==> src/rtl/regfile_writeback.sv <==
// Write-side controller for the integer register file: merges ALU and load results onto one write
// port and tracks pending writes in a busy scoreboard. Optional forwarding ports: `define WB_FWD_EN.
module regfile_writeback #(
  parameter int XLEN     = 32,
  parameter int AW       = 5,
  parameter int LQ_DEPTH = 2
) (
  input  logic                  clk,
  input  logic                  rst_n,
  input  logic                  iss_valid,
  input  logic [AW-1:0]         iss_rd,
  input  logic [AW-1:0]         iss_rs1,
  input  logic [AW-1:0]         iss_rs2,
  output logic                  stall,
  input  logic                  alu_valid,
  input  logic [AW-1:0]         alu_rd,
  input  logic [XLEN-1:0]       alu_data,
  input  logic                  ld_valid,
  output logic                  ld_ready,
  input  logic [AW-1:0]         ld_rd,
  input  logic [XLEN-1:0]       ld_data,
  output logic                  wrt_en,
  output logic [AW-1:0]         oprd,
  output logic [XLEN-1:0]       wrt_data,
`ifdef WB_FWD_EN
  output logic                  fwd_rs1_en,
  output logic                  fwd_rs2_en,
  output logic [XLEN-1:0]       fwd_data,
`endif
  output logic [(1<<AW)-1:0]    busy
);

  localparam int NREG = 1 << AW;
  localparam int PW   = (LQ_DEPTH > 1) ? $clog2(LQ_DEPTH) : 1;
  localparam int CW   = $clog2(LQ_DEPTH) + 1;
  localparam logic [CW-1:0] FULL_CNT = CW'(LQ_DEPTH);

  logic [NREG-1:0] busy_q, busy_d;
  logic [AW-1:0]   lq_rd_q   [LQ_DEPTH];
  logic [AW-1:0]   lq_rd_d   [LQ_DEPTH];
  logic [XLEN-1:0] lq_data_q [LQ_DEPTH];
  logic [XLEN-1:0] lq_data_d [LQ_DEPTH];
  logic [PW-1:0]   wptr_q, wptr_d;
  logic [PW-1:0]   rptr_q, rptr_d;
  logic [CW-1:0]   cnt_q, cnt_d;
  logic            wrt_en_q, wrt_en_d;
  logic [AW-1:0]   oprd_q, oprd_d;
  logic [XLEN-1:0] wrt_data_q, wrt_data_d;

  logic lq_full, lq_empty, lq_push, lq_pop, alu_sel;
  logic inflight, hazard, iss_accept;

  assign lq_full  = (cnt_q == FULL_CNT);
  assign lq_empty = (cnt_q == '0);
  assign ld_ready = ~lq_full;

  // rd==0 results never occupy the write port or the load buffer
  assign alu_sel  = alu_valid & (alu_rd != '0);
  assign lq_push  = ld_valid & ~lq_full & (ld_rd != '0);
  assign lq_pop   = ~alu_sel & ~lq_empty;

  assign inflight = wrt_en_q & ((oprd_q == iss_rs1) | (oprd_q == iss_rs2));

`ifdef WB_FWD_EN
  // The value on the write port is forwarded, so it no longer blocks issue.
  assign hazard     = busy_q[iss_rs1] | busy_q[iss_rs2] | busy_q[iss_rd];
  assign fwd_rs1_en = wrt_en_q & (oprd_q == iss_rs1) & (iss_rs1 != '0);
  assign fwd_rs2_en = wrt_en_q & (oprd_q == iss_rs2) & (iss_rs2 != '0);
  assign fwd_data   = wrt_data_q;
`else
  assign hazard     = busy_q[iss_rs1] | busy_q[iss_rs2] | busy_q[iss_rd] | inflight;
`endif

  assign stall      = iss_valid & hazard;
  assign iss_accept = iss_valid & ~stall;

  always_comb begin
    lq_rd_d   = lq_rd_q;
    lq_data_d = lq_data_q;
    wptr_d    = wptr_q;
    rptr_d    = rptr_q;
    cnt_d     = cnt_q + CW'(lq_push) - CW'(lq_pop);
    if (lq_push) begin
      lq_rd_d[wptr_q]   = ld_rd;
      lq_data_d[wptr_q] = ld_data;
      wptr_d            = wptr_q + PW'(1);
    end
    if (lq_pop) begin
      rptr_d = rptr_q + PW'(1);
    end
  end

  always_comb begin
    wrt_en_d   = alu_sel | lq_pop;
    oprd_d     = oprd_q;
    wrt_data_d = wrt_data_q;
    if (alu_sel) begin
      oprd_d     = alu_rd;
      wrt_data_d = alu_data;
    end else if (lq_pop) begin
      oprd_d     = lq_rd_q[rptr_q];
      wrt_data_d = lq_data_q[rptr_q];
    end
  end

  // Clear first so that a same-edge set of the same index wins.
  always_comb begin
    busy_d = busy_q;
    if (wrt_en_d) begin
      busy_d[oprd_d] = 1'b0;
    end
    if (iss_accept && (iss_rd != '0)) begin
      busy_d[iss_rd] = 1'b1;
    end
    busy_d[0] = 1'b0;
  end

  always_ff @(posedge clk or negedge rst_n) begin
    if (!rst_n) begin
      busy_q     <= '0;
      wptr_q     <= '0;
      rptr_q     <= '0;
      cnt_q      <= '0;
      wrt_en_q   <= 1'b0;
      oprd_q     <= '0;
      wrt_data_q <= '0;
      for (int i = 0; i < LQ_DEPTH; i++) begin
        lq_rd_q[i]   <= '0;
        lq_data_q[i] <= '0;
      end
    end else begin
      busy_q     <= busy_d;
      wptr_q     <= wptr_d;
      rptr_q     <= rptr_d;
      cnt_q      <= cnt_d;
      wrt_en_q   <= wrt_en_d;
      oprd_q     <= oprd_d;
      wrt_data_q <= wrt_data_d;
      lq_rd_q    <= lq_rd_d;
      lq_data_q  <= lq_data_d;
    end
  end

  assign wrt_en   = wrt_en_q;
  assign oprd     = oprd_q;
  assign wrt_data = wrt_data_q;
  assign busy     = busy_q;

endmodule

==> config.mk <==
export PLATFORM = sky130hd
export DESIGN_NAME = regfile_writeback
export DESIGN_NICKNAME = d
export VERILOG_FILES = /design/src/rtl/regfile_writeback.sv
export SDC_FILE = /design/constraint.sdc
export NUM_CORES = 1
export LEC_CHECK = 0
export CAP_MARGIN = 20
export CORE_ASPECT_RATIO = 1.5
export CORE_MARGIN = 4
export CORE_UTILIZATION = 55
export CTS_BUF_LIST = sky130_fd_sc_hd__clkbuf_4
export CTS_CLUSTER_DIAMETER = 40
export DETAILED_ROUTE_END_ITERATION = 8
export PLACE_DENSITY = 0.86
export SLEW_MARGIN = 10
export SYNTH_ARGS = -nofsm -noshare
export SYNTH_HDL_FRONTEND = slang
export SYNTH_SLANG_ARGS = --single-unit
==> constraint.sdc <==
create_clock -name clk -period 7.7 [get_ports clk]
set_input_delay 1.155 -clock clk [delete_from_list [all_inputs] [get_ports clk]]
set_output_delay 1.155 -clock clk [all_outputs]
set_load 0.05 [all_outputs]
After elaboration in Yosys (flattened, before gate mapping)
Index checks and enable logic that the tools add are counted.

storage, ports and cells
  memories kept = 0
  output and inout port bits = 72
  bits in read-only memories = 0
  bits in registers = 147
  memory bits (writable) = 0
  input bits = 94
  latch bits = 0

operators by class
  $lt $le $gt $ge = 9
  muxes and demuxes = 28
  add/sub/neg operators = 4
  shifts and indexed selects = 0
  $mul = 0
  divide/modulo/power cells = 0
  equal/unequal tests = 3
  bitwise logic cells = 21
  reduce and logical (&&, ||, !) cells = 9

operator list
  cell                 count
  $mux 32              8
  $bwmux 64            1
  $and 32x32->32       1
  $demux 32 s1         1
  $not 32->32          1
  $or 32x32->32        1
  $mux 5               6
  $lt 5x6->1 const B   4
  $bmux 1 s5           3
  $reduce_bool 5->1    3
  $bwmux 10            1
  $demux 1 s5          2
  $eq 5x5->1           2
  $ge 5x1->1 const B   2
  $and 1x1->1          7
  $demux 5 s1          1
  $mux 1               5
  $or 1x1->1           5
  $ge 2x2->1 const B   2
  $logic_and 1x1->1    4
  $not 1->1            4
  $not 1->2            2
  $add 1x1->1 const B  2
  $add 2x1->2          1
  5 further kinds      5

Logic depth before layout (Yosys ltp)
Gate-level depths: netlist of the first run.

  word-level depth = 15
  depth in mapped cells = 11

Worst setup path after synthesis of the first run
OpenSTA, ideal clock, no wires.

  kind = input to output
  start = in iss_rs1[0]
  end = out stall
  data required time = 6545 ps
  stages = 8
  path slack = 3143 ps
  data arrival time = 3402 ps
  cell sequence = buf_2 -> buf_2 -> mux4_2 -> o32a_1 -> nand2_1 -> clkbuf_1 -> buf_2 -> o21a_1

between the ends
  longest elaborated chain between the ends = 6

RTL lines
  item                          line  text
  from (decl)                   12    input logic [AW-1:0] iss_rs1,
  $bmux 1 s5                    71    assign hazard = busy_q[iss_rs1] | busy_q[iss_rs2] | busy_q[iss_rd] | inflight;
  $mux 1 (implied by the code)  71
  $or 1x1->1 (2 in series)      71
  $or 1x1->1 (*)                71
  $and 1x1->1 (*)               74    assign stall = iss_valid & hazard;
  to (decl)                     14    output logic stall,

Every way passes the cells marked *; elsewhere a longest branch is shown, timed or not. The select of a mux whose other input is x is not followed.

Final worst setup path of the first run
  start = in iss_rs1[1]
  end = out stall

Same word-level chain as after synthesis.

==> summary.md, run 1 <==
| Metric | Value |
|---|---|
| Hold WC Path Type | `flop to flop` |
| Register area | `0.00368 mm²` |
| Async SR Flop Fraction | `100%` |
| Antenna-violating nets left | `0` |
| Internal reg-to-reg setup slack | `between 4000 and 5000 ps` |
| Drt drc | `0` |
| Drt initial violations | `372` |
| Initial core utilization | `56.1%` |
| CORE AREA | `roughly 0.014 mm²` |
| Clk Latency, worst-skew pair | `540 ps` |
| Critical path endpoint category | `output pin` |
| R2r startpoint | `busy[11]` |
| Outcome | `complete, no violations` |
| RR Endpoint | `busy[29]` |
| Grt ovf | `0` |
| # IOs | `166` |
| Synth Area per Inst | `10.9 µm²` |
| Vias in the first global route | `6905` |
| Place WS | `1320 ps` |
| DRT Pass-1 Iters | `4` |
| CTS root buffer | `clkbuf_4` |
| Worst-path clk slew | `roughly 110 ps` |
| Share of cells above drive strength 1 | `16.8%` |
| Synth Flop Type | `dfrtp_1` |
| Yosys cell types | `59` |
| Hold slack | `519 ps` |
| Sequential area share after synthesis | `48.5%` |
| Syn Nets | `792` |
| Post-CTS Resized | `0` |
| CP top delay family | `simple AND/OR/NAND/NOR gates` |
| Multi-input gate area | `0.00368 mm²` |
| TritonCTS Buffers | `17` |
| CTS tree | `done` |
| Final worst path period share | `83.2%` |
| # rows | `52` |
| LEAKAGE | `0.00397 µW` |
| Unrepaired setup endpoints after global routing | `false` |
| CP peak stage delay | `870 ps` |
| RePlAce Congestion | `1.03` |
| Area share of the largest cell type after synthesis | `around half` |
| Crit Path Class | `input port to output pin` |
| Crit path buffers/inverters | `2` |
| Max VDD drop | `0.270 mV` |
| WL final | `22.3 mm` |
| Arrival time at the worst endpoint | `5250 ps` |
| Cell depth of the worst hold path | `1` |
| Worst hold start | `lq_rd_q[1]` |
| Final WS setup | `1290 ps` |
| Worst-Margin Slew | `1060 ps` |
| Hold Vio Cnt, Final | `0` |
| First-pass GRT wire length | `approximately 36 mm` |
| I/O Buffers | `164` |
| Clk buf depth | `2` |
| # Post-CTS Setup Buffers | `0` |
| Headroom to the max-slew limit | `29.1%` |
| # fillers | `960` |
| GR Util All Layers | `between 20 and 30%` |
| Seq cells post-synth | `147` |
| Cell taking the most area after synthesis | `dfrtp_1` |
| Startpoint types | `input port` |
| Maximum Capacitance Violations | `0` |
| Skew final | `24.0 ps` |
| Initial antenna violation count | `1` |
| Largest net degree at the start of global routing | `83` |
| Chip Height | `152 µm` |
| Setup TNS | `0 ps` |
| Synth-to-layout area growth | `26.7%` |
| Warning count from the yosys run | `0` |
| Hold EP | `lq_rd_q[1]` |
| Die width | `104 µm` |
| Setup violators final | `0` |
| Fin nets | `934` |
| Vias per cell | `6.32` |
| Critical Path RT | `around 6600 ps` |
| Worst path slowest cell | `clkdlybuf4s50_1` |
| Pwr Density | `432 mW/mm²` |
| Total die area | `0.0158 mm²` |
| FMAX | `156 MHz` |
| CP cell instances | `clkdlybuf4s50_1, nand2b_1, a211oi_1, or4b_1, o2111ai_1, or4b_1, o21a_1, clkdlybuf4s50_1` |
| Slew Limit Fails | `0` |
| Fin crit period | `6410 ps` |
| Clock sink count | `147` |
| Synthesized area | `0.00759 mm²` |
| Mean routed wirelength per cell | `22.0 µm` |
| Mapped Cells | `between 600 and 700` |
| Post-synth EDFFs | `0` |
| Detailed Place HPWL | `16.1 mm` |
| DR vias | `6409` |
| H-tree Lvls | `4` |
| Crit path max fanout | `32` |
| Main area contributors after synthesis | `dfrtp_1, mux2_2, mux2i_1` |
| Overall power | `a little over 4000 µW` |
| Hold_buf cts | `0` |
| Worst R2R Path Depth | `6` |
==> area by class of cell <==
cell class / instances / share of cell area, %
diodes: 1 / 0.0260
clock buffers: 19 / 1.48
clock inverters: 13 / 1.55
inverters: 4 / 0.156
multi-input cells: 496 / 38.2
flip-flops and latches: 147 / 38.3
well taps: 162 / 2.11
repair buffers: 172 / 18.2
==> layout by cell type (no fill, tap or decap), drive strengths merged, types with 5 or more instances in the layout <==
cell           Yosys  final
inv                4      9
buf               21      9
clkbuf            28     19
o31ai             11     11
nand3b             7      7
a21oi             37     37
xor2               9      9
o41ai             20     20
nand3             14     14
nor2b             13     13
o21ai             69     69
mux2              82     82
dfrtp            147    147
o22ai              5      5
nand2b             8      8
mux4               8      8
nor2              43     43
a211oi             5      5
mux2i             53     53
nand2             52     52
clkdlybuf4s50      0    163
==> layer usage <==
metal  vias to the layer above  global-route usage, %  part of all wire, %
li1                       2842                      -                    -
met1                      3203                   30.6                   36
met2                       287                   50.1                   52
met3                        77                   7.81                  7.2
met4                         0                   15.6                  4.7
met5                         -                      0                    0
==> worst reg2reg max path, stage by stage (launching register included) <==
cell	delay (ps)
dfrtp_1	510
mux2_4	300
a22o_1	230
o221ai_1	200
o2111ai_1	180
or4b_1	1030
o41ai_1	640
==> synthesized netlist by cell type (all sizes together), types with 2 or more instances <==
cell type	n
inv	4
or4	2
a2111oi	3
o21ai	69
dfrtp	147
or4b	2
xnor2	4
a31oi	3
clkbuf	28
a22o	3
nand3	14
and2	2
or3	3
xor2	9
mux2i	53
a21oi	37
mux4	8
nor3	4
buf	21
nor4	3
ha	2
o211ai	2
nand3b	7
nor2	43
o41ai	20
o21a	2
mux2	82
or3b	4
or2	4
nand2b	8
o22ai	5
a211oi	5
o31ai	11
nor2b	13
nand2	52
==> flip-flops by register name, summed over array words and instances, names as in the netlist <==
name and flops:
wptr_q 1, busy 31, lq_data_q 64, wrt_data 32, cnt_q 2, rptr_q 1, oprd 5, wrt_en 1
lq_rd_q 10
==> per-stage QoR <==
stage	std cells	instance area, µm²	utilization (%)
6_report	1014	9620	71.1
3_3_place_gp	978	9250	68.4
4_1_cts	1010	9550	70.5
5_1_grt	1014	9620	71.1
2_1_floorplan	696	7590	-
3_5_place_dp	978	9250	68.4
==> how the worst max path moves through the flow <==
stage	end	slack, ps	startpoint	cells after the start
floorplan	stall	3140	iss_rs1[0]	8
global placement	stall	1400	iss_rs1[1]	8
detailed placement	stall	1320	iss_rs1[1]	8
CTS	stall	1320	iss_rs1[1]	8
global route	stall	1230	iss_rs1[1]	8
finish	stall	1290	iss_rs1[1]	8
==> power by group <==
group          total, µW  switching, µW  internal (µW)
clock network        490            285            205
registers           1470            340           1140
logic               2190           1300            886
total               4150           1930           2230
==> logic make-up (layout without fill, tap and decap cells) <==
| family | after synthesis | in the layout | share of synthesized area (%) |
|---|---|---|---|
| and+or+nand+nor | 168 | 168 | 11.0 |
| muxes | 143 | 143 | 21.6 |
| buffers and inverters | 53 | 208 | 3.23 |
| xor gates and xnor gates | 13 | 13 | 1.50 |
| other | 1 | 2 | 0.0494 |
| AOI/OAI and AO/OA | 169 | 169 | 13.8 |
| DFF | 147 | 147 | 48.5 |
| adders and majority gates | 2 | 2 | 0.330 |
(Power assumes the default switching activity.)
==> run 2, diff against run 1 <==
CORE_UTILIZATION = 48   (was 55)
PLACE_DENSITY = 0.79   (was 0.86)
clock period = 5.7 ns   (was 7.7 ns; I/O delays follow)
==> summary.md, run 2 (synthesis results as in run 1) <==
| Metric | Value |
|---|---|
| Outcome | `complete, no violations (unchanged)` |
| CP cell instances | `clkdlybuf4s50_1, mux4_2, nor2b_1, o2111ai_1, or4b_1, o21a_1, buf_4 (was clkdlybuf4s50_1, nand2b_1, a211oi_1, or4b_1, o2111ai_1, or4b_1, o21a_1, clkdlybuf4s50_1)` |
| Initial antenna violation count | `2 (was 1)` |
| Headroom to the max-slew limit | `34.6% (was 29.1%)` |
| LEAKAGE | `0.00395 µW (was 0.00397 µW)` |
| Commonest non-fill, non-tap cell in the layout | `clkdlybuf4s50_1 (unchanged)` |
| Clock sink count | `147 (unchanged)` |
| Crit Path Class | `input port to output pin (unchanged)` |
| Share of cells above drive strength 1 | `16.8% (about the same)` |
| Worst path slowest cell | `clkdlybuf4s50_1 (unchanged)` |
| FMAX | `219 MHz` |
| Fin crit period | `4560 ps` |
| Pwr Density | `569 mW/mm² (was 432 mW/mm²)` |
| Total die area | `0.0179 mm² (was 0.0158 mm²)` |
| DRT Pass-1 Iters | `5 (was 4)` |
| Critical path endpoint category | `output pin (unchanged)` |
| H-tree Lvls | `4 (unchanged)` |
| Worst-path clk slew | `130 ps (was 110 ps)` |
| Clk Latency, worst-skew pair | `520 ps (was 540 ps)` |
| # rows | `56 (was 52)` |
| I/O Buffers | `164 (unchanged)` |
| Worst-Margin Slew | `981 ps (was 1060 ps)` |
| Unrepaired setup endpoints after global routing | `false (unchanged)` |
| CP top delay family | `buffers and inverters (was simple AND/OR/NAND/NOR gates)` |
| Top Metal Used | `met5 (was met4)` |
| Slew Limit Fails | `0 (unchanged)` |
| Crit path buffers/inverters | `2 (unchanged)` |
| Largest net degree at the start of global routing | `96 (was 83)` |
| RePlAce Congestion | `0.953 (was 1.03)` |
| Chip Height | `162 µm (was 152 µm)` |
| Arrival time at the worst endpoint | `3700 ps (was 5250 ps)` |
| WL met2 | `10.3 mm (was 11.6 mm)` |
| # IOs | `166 (unchanged)` |
| Grt ovf | `0 (unchanged)` |
| Hold WC Path Type | `input port to async pin (was flop to flop)` |
| Clk buf depth | `2 (unchanged)` |
| Hold slack | `407 ps (was 519 ps)` |
| Overall power | `5460 µW (was 4150 µW)` |
| Fin nets | `934 (unchanged)` |
| Vias per cell | `5.95 (was 6.32)` |
| First-pass GRT wire length | `33.6 mm (was 35.6 mm)` |
| CTS tree | `done (unchanged)` |
| CP peak stage delay | `970 ps (was 870 ps)` |
| Initial core utilization | `48.8% (was 56.1%)` |
| Mean routed wirelength per cell | `19.7 µm (was 22.0 µm)` |
| Final worst path period share | `80.0%` |
| Detail Route met3 WL | `1.66 mm (was 1.62 mm)` |
| Crit path max fanout | `19 (was 32)` |
| Drt initial violations | `395 (was 372)` |
| Startpoint types | `input port (unchanged)` |
| # Post-CTS Setup Buffers | `0 (unchanged)` |
| Max reg flops | `64 (unchanged)` |
| Hold Vio Cnt, Final | `0 (unchanged)` |
| TritonCTS Buffers | `17 (unchanged)` |
| Most frequent cells in the layout | `clkdlybuf4s50_1, dfrtp_1, mux2_2 (unchanged)` |
| Maximum Capacitance Violations | `0 (unchanged)` |
| Drt drc | `0 (unchanged)` |
| Post-CTS Resized | `0 (unchanged)` |
| DR vias | `6275 (was 6409)` |
| Hold_buf cts | `0 (unchanged)` |
| Critical Path RT | `4850 ps (was 6550 ps)` |
| Most flop-heavy register | `lq_data_q (unchanged)` |
| GR Util All Layers | `23.3% (was 28.4%)` |
| Die width | `111 µm (was 104 µm)` |
| CTS root buffer | `clkbuf_4 (unchanged)` |
| Detailed Place HPWL | `15.2 mm (was 16.1 mm)` |
| Vias in the first global route | `6541 (was 6905)` |
| WL final | `20.8 mm (was 22.3 mm)` |
| M1 WL | `7.92 mm (was 8.08 mm)` |
| CORE AREA | `0.0156 mm² (was 0.0135 mm²)` |
| Antenna-violating nets left | `0 (unchanged)` |
| Max VDD drop | `0.340 mV (was 0.270 mV)` |
| Synth-to-layout area growth | `26.4% (was 26.7%)` |
| Skew final | `23.3 ps (was 24.0 ps)` |
| Setup violators final | `0 (unchanged)` |
| Setup TNS | `0 ps (unchanged)` |
==> run 2: changes by cell type in the layout (fill, tap and decap cells not counted), sizes merged <==
cell,change
clkinv,+5
bufinv,-1
clkbuf,-1
inv,-4
clkdlybuf4s50,-1
buf,+1
==> run 2: metal layers <==
| metal | track usage, % | vias up |
|---|---|---|
| li1 | - | 2842 |
| met1 | 26.5 | 3072 |
| met2 | 39.1 | 287 |
| met3 | 7.08 | 72 |
| met4 | 12.6 | 2 |
| met5 | 0 | - |
==> run 2: through the flow <==
step | cells | worst slack (ps) | utilization (%) | instance area, µm²
floorplan | 696 | 1740 | - | 7590
global placement | 1021 | 1230 | 59.9 | 9320
detailed placement | 1021 | 1200 | 59.9 | 9320
CTS | 1052 | 1190 | 61.5 | 9570
global route | 1054 | 1050 | 61.7 | 9600
finish | 1054 | 1140 | 61.7 | 9600
==> run 2: worst paths after layout <==
kind	cells past startpoint	to	startpoint	slack [ps]
min in group clk	1	lq_rd_q[8]	lq_rd_q[8]	510
max in group asynchronous	2	lq_data_q[4]	rst_n	4060
min	1	wrt_data[23]	rst_n	410
max	7	stall	iss_rs1[0]	1140
max reg2reg	7	busy[6]	cnt_q[1]	2730
min reg2reg	1	lq_rd_q[8]	lq_rd_q[8]	510
==> run 2: area by class of cell <==
type / count / area (µm²)
multi-input combinational: 496 / 3680
clock buffer: 18 / 135
tap: 203 / 254
fill: 1277 / 5960
sequential: 147 / 3680
timing repair buffer: 172 / 1720
clock inverter: 13 / 114
antenna: 1 / 2.50
inverter: 4 / 15.0
==> run 2: power by group <==
| part | leakage [µW] | internal (µW) | switching (µW) |
|---|---|---|---|
| Sequential | 0.00179 | 1530 | 447 |
| Clock | 0.000128 | 218 | 371 |
| Combinational | 0.00203 | 1190 | 1700 |
==> run 3, diff against run 2 <==
CORE_UTILIZATION = 53   (was 48)
PLACE_DENSITY = 0.83   (was 0.79)
clock period = 4.7 ns   (was 5.7 ns; I/O delays follow)
==> summary.md, run 3 (synthesis results as in run 1) <==
| Metric | Value |
|---|---|
| Placement Cell Area | `0.00937 mm² (was 0.00932 mm²)` |
| Clk Latency, worst-skew pair | `550 ps (was 520 ps)` |
| Grt ovf | `0 (unchanged)` |
| Most flop-heavy register | `lq_data_q (unchanged)` |
| # Post-CTS Setup Buffers | `0 (unchanged)` |
| LEAKAGE | `0.00400 µW (was 0.00395 µW)` |
| Arrival time at the worst endpoint | `3540 ps (was 3700 ps)` |
| CTS tree | `done (unchanged)` |
| Mean routed wirelength per cell | `21.1 µm (was 19.7 µm)` |
| Startpoint types | `input port (unchanged)` |
| Drt initial violations | `327 (was 395)` |
| DR vias | `6365 (was 6275)` |
| Sw power | `3190 µW (was 2520 µW)` |
| Hold Vio Cnt, Final | `0 (unchanged)` |
| Clock group share of total power | `11.7% (was 10.8%)` |
| WL final | `22.2 mm (was 20.8 mm)` |
| Clock sink count | `147 (unchanged)` |
| Setup violators final | `0 (unchanged)` |
| CORE AREA | `0.0141 mm² (was 0.0156 mm²)` |
| Internal reg-to-reg setup slack | `1790 ps (was 2730 ps)` |
| Share of cells above drive strength 1 | `17.6% (was 16.8%)` |
| Critical path endpoint category | `output pin (unchanged)` |
| Pwr Density | `703 mW/mm² (was 569 mW/mm²)` |
| Crit path from | `iss_rs1[0] (unchanged)` |
| Vias in the first global route | `6599 (was 6541)` |
| Unrepaired setup endpoints after global routing | `false (unchanged)` |
| Outcome | `complete, no violations (unchanged)` |
| Largest net degree at the start of global routing | `112 (was 96)` |
| Worst R2R Path Depth | `7 (unchanged)` |
| Drt drc | `0 (unchanged)` |
| First-pass GRT wire length | `35.2 mm (was 33.6 mm)` |
| H-tree Lvls | `4 (unchanged)` |
| TritonCTS Buffers | `17 (unchanged)` |
| DRT Pass-1 Iters | `5 (unchanged)` |
| CP cell instances | `clkdlybuf4s50_1, buf_4, mux2_2, o22ai_1, nor4b_1, o21ai_0, or4b_1, o21a_1, buf_4 (was clkdlybuf4s50_1, mux4_2, nor2b_1, o2111ai_1, or4b_1, o21a_1, buf_4)` |
| Worst path slowest cell | `clkdlybuf4s50_1 (unchanged)` |
| # IOs | `166 (unchanged)` |
| Fin nets | `940 (was 934)` |
| Die width | `106 µm (was 111 µm)` |
| Total die area | `0.0163 mm² (was 0.0179 mm²)` |
| Initial core utilization | `54.0% (was 48.8%)` |
| Post-CTS Resized | `0 (unchanged)` |
| Final worst path period share | `90.3%` |
| GR Util All Layers | `27.7% (was 23.3%)` |
| # fillers | `1067 (was 1277)` |
| # rows | `53 (was 56)` |
| Critical Path RT | `3990 ps (was 4850 ps)` |
| Crit path max fanout | `12 (was 19)` |
| Commonest non-fill, non-tap cell in the layout | `clkdlybuf4s50_1 (unchanged)` |
| CP peak stage delay | `690 ps (was 970 ps)` |
| Headroom to the max-slew limit | `29.8% (was 34.6%)` |
| Fin area | `0.00966 mm² (was 0.00960 mm²)` |
| Detailed Place HPWL | `16.7 mm (was 15.2 mm)` |
| Vias per cell | `6.06 (was 5.95)` |
| Max VDD drop | `0.435 mV (was 0.340 mV)` |
| Crit path top cell by count | `buf_4` |
| Crit Path Class | `input port to output pin (unchanged)` |
| Comb pwr share | `52.7% (was 53.0%)` |
| Synth-to-layout area growth | `27.2% (was 26.4%)` |
| Setup TNS | `0 ps (unchanged)` |
| Initial antenna violation count | `1 (was 2)` |
| FMAX | `between 200 and 250 MHz` |
| Worst-Margin Slew | `1050 ps (was 981 ps)` |
| Skew final | `26.1 ps (was 23.3 ps)` |
| CTS root buffer | `clkbuf_4 (unchanged)` |
| Switch share | `46.9% (was 46.1%)` |
| Clk buf depth | `2 (unchanged)` |
| Antenna-violating nets left | `0 (unchanged)` |
| Hold WC Path Type | `input port to async pin (unchanged)` |
| Max reg flops | `64 (unchanged)` |
| Seq pwr share | `35.7% (was 36.3%)` |
| RR Endpoint | `busy[29] (was busy[6])` |
| Maximum Capacitance Violations | `0 (unchanged)` |
| Hold_buf cts | `0 (unchanged)` |
| Internal power | `3610 µW (was 2940 µW)` |
| R2r startpoint | `busy[24] (was cnt_q[1])` |
| Slew Limit Fails | `0 (unchanged)` |
| Chip Height | `155 µm (was 162 µm)` |
| RePlAce Congestion | `1.05 (was 0.953)` |
| I/O Buffers | `164 (unchanged)` |
| Most frequent cells in the layout | `clkdlybuf4s50_1, dfrtp_1, mux2_2 (unchanged)` |
| Fin crit period | `roughly 4200 ps` |
| Critical path endpoint | `stall (unchanged)` |
| Worst-path clk slew | `150 ps (was 130 ps)` |
-- run 3: layout make-up --
class	instances	area (µm²)	area share, %
Sequential cell	147	3680	38.1
Multi-Input combinational cell	496	3680	38.1
Timing Repair Buffer	178	1760	18.2
Tap cell	192	240	2.49
Clock inverter	15	158	1.63
Clock buffer	17	128	1.32
Inverter	4	15.0	0.155
Antenna cell	1	2.50	0.0259
-- run 3: worst min path at each step --
stage / startpoint / to / slack (ps)
after floorplan: rst_n / busy[10] / 410
after global placement: wptr_q / wptr_q / 470
after detailed placement: lq_rd_q[7] / lq_rd_q[7] / 490
after CTS: rst_n / busy[17] / 280
after global routing: rst_n / busy[22] / 270
final: rst_n / busy[17] / 210
-- run 3: critical path: cells and delay by family --
kind | cells | cell delay, ps
buf+inv | 3 | 1140
compound gates | 3 | 750
simple gates | 2 | 600
mux | 1 | 350
-- run 3: per-stage QoR --
step                      hold slack (ps)  total power (µW)  cells  worst slack, ps  utilization [%]
after floorplan                       409              4760    696             1040                -
after global placement                474              5910   1017              528             66.6
after detailed placement              486              6030   1017              519             66.6
after CTS                             276              6820   1049              517             68.7
after global routing                  274              7200   1050              425             68.7
final                                 210              6790   1050              456             68.7
-- run 3: power by group through the flow --
stage	registers (µW)	logic (µW)	clock network (µW)
finish	2420	3580	792
floorplan	3100	1670	0
detailed placement	2440	3590	0
global route	2490	3830	875
CTS	2410	3600	812
global placement	2410	3500	0
-- run 3: routing by layer --
layer	vias to the layer above	global-route usage [%]	wire, µm
met3	67	6.56	1660
met4	0	13.6	988
li1	2862	-	-
met5	-	0	0
met1	3130	31.8	8050
met2	306	48.1	11500
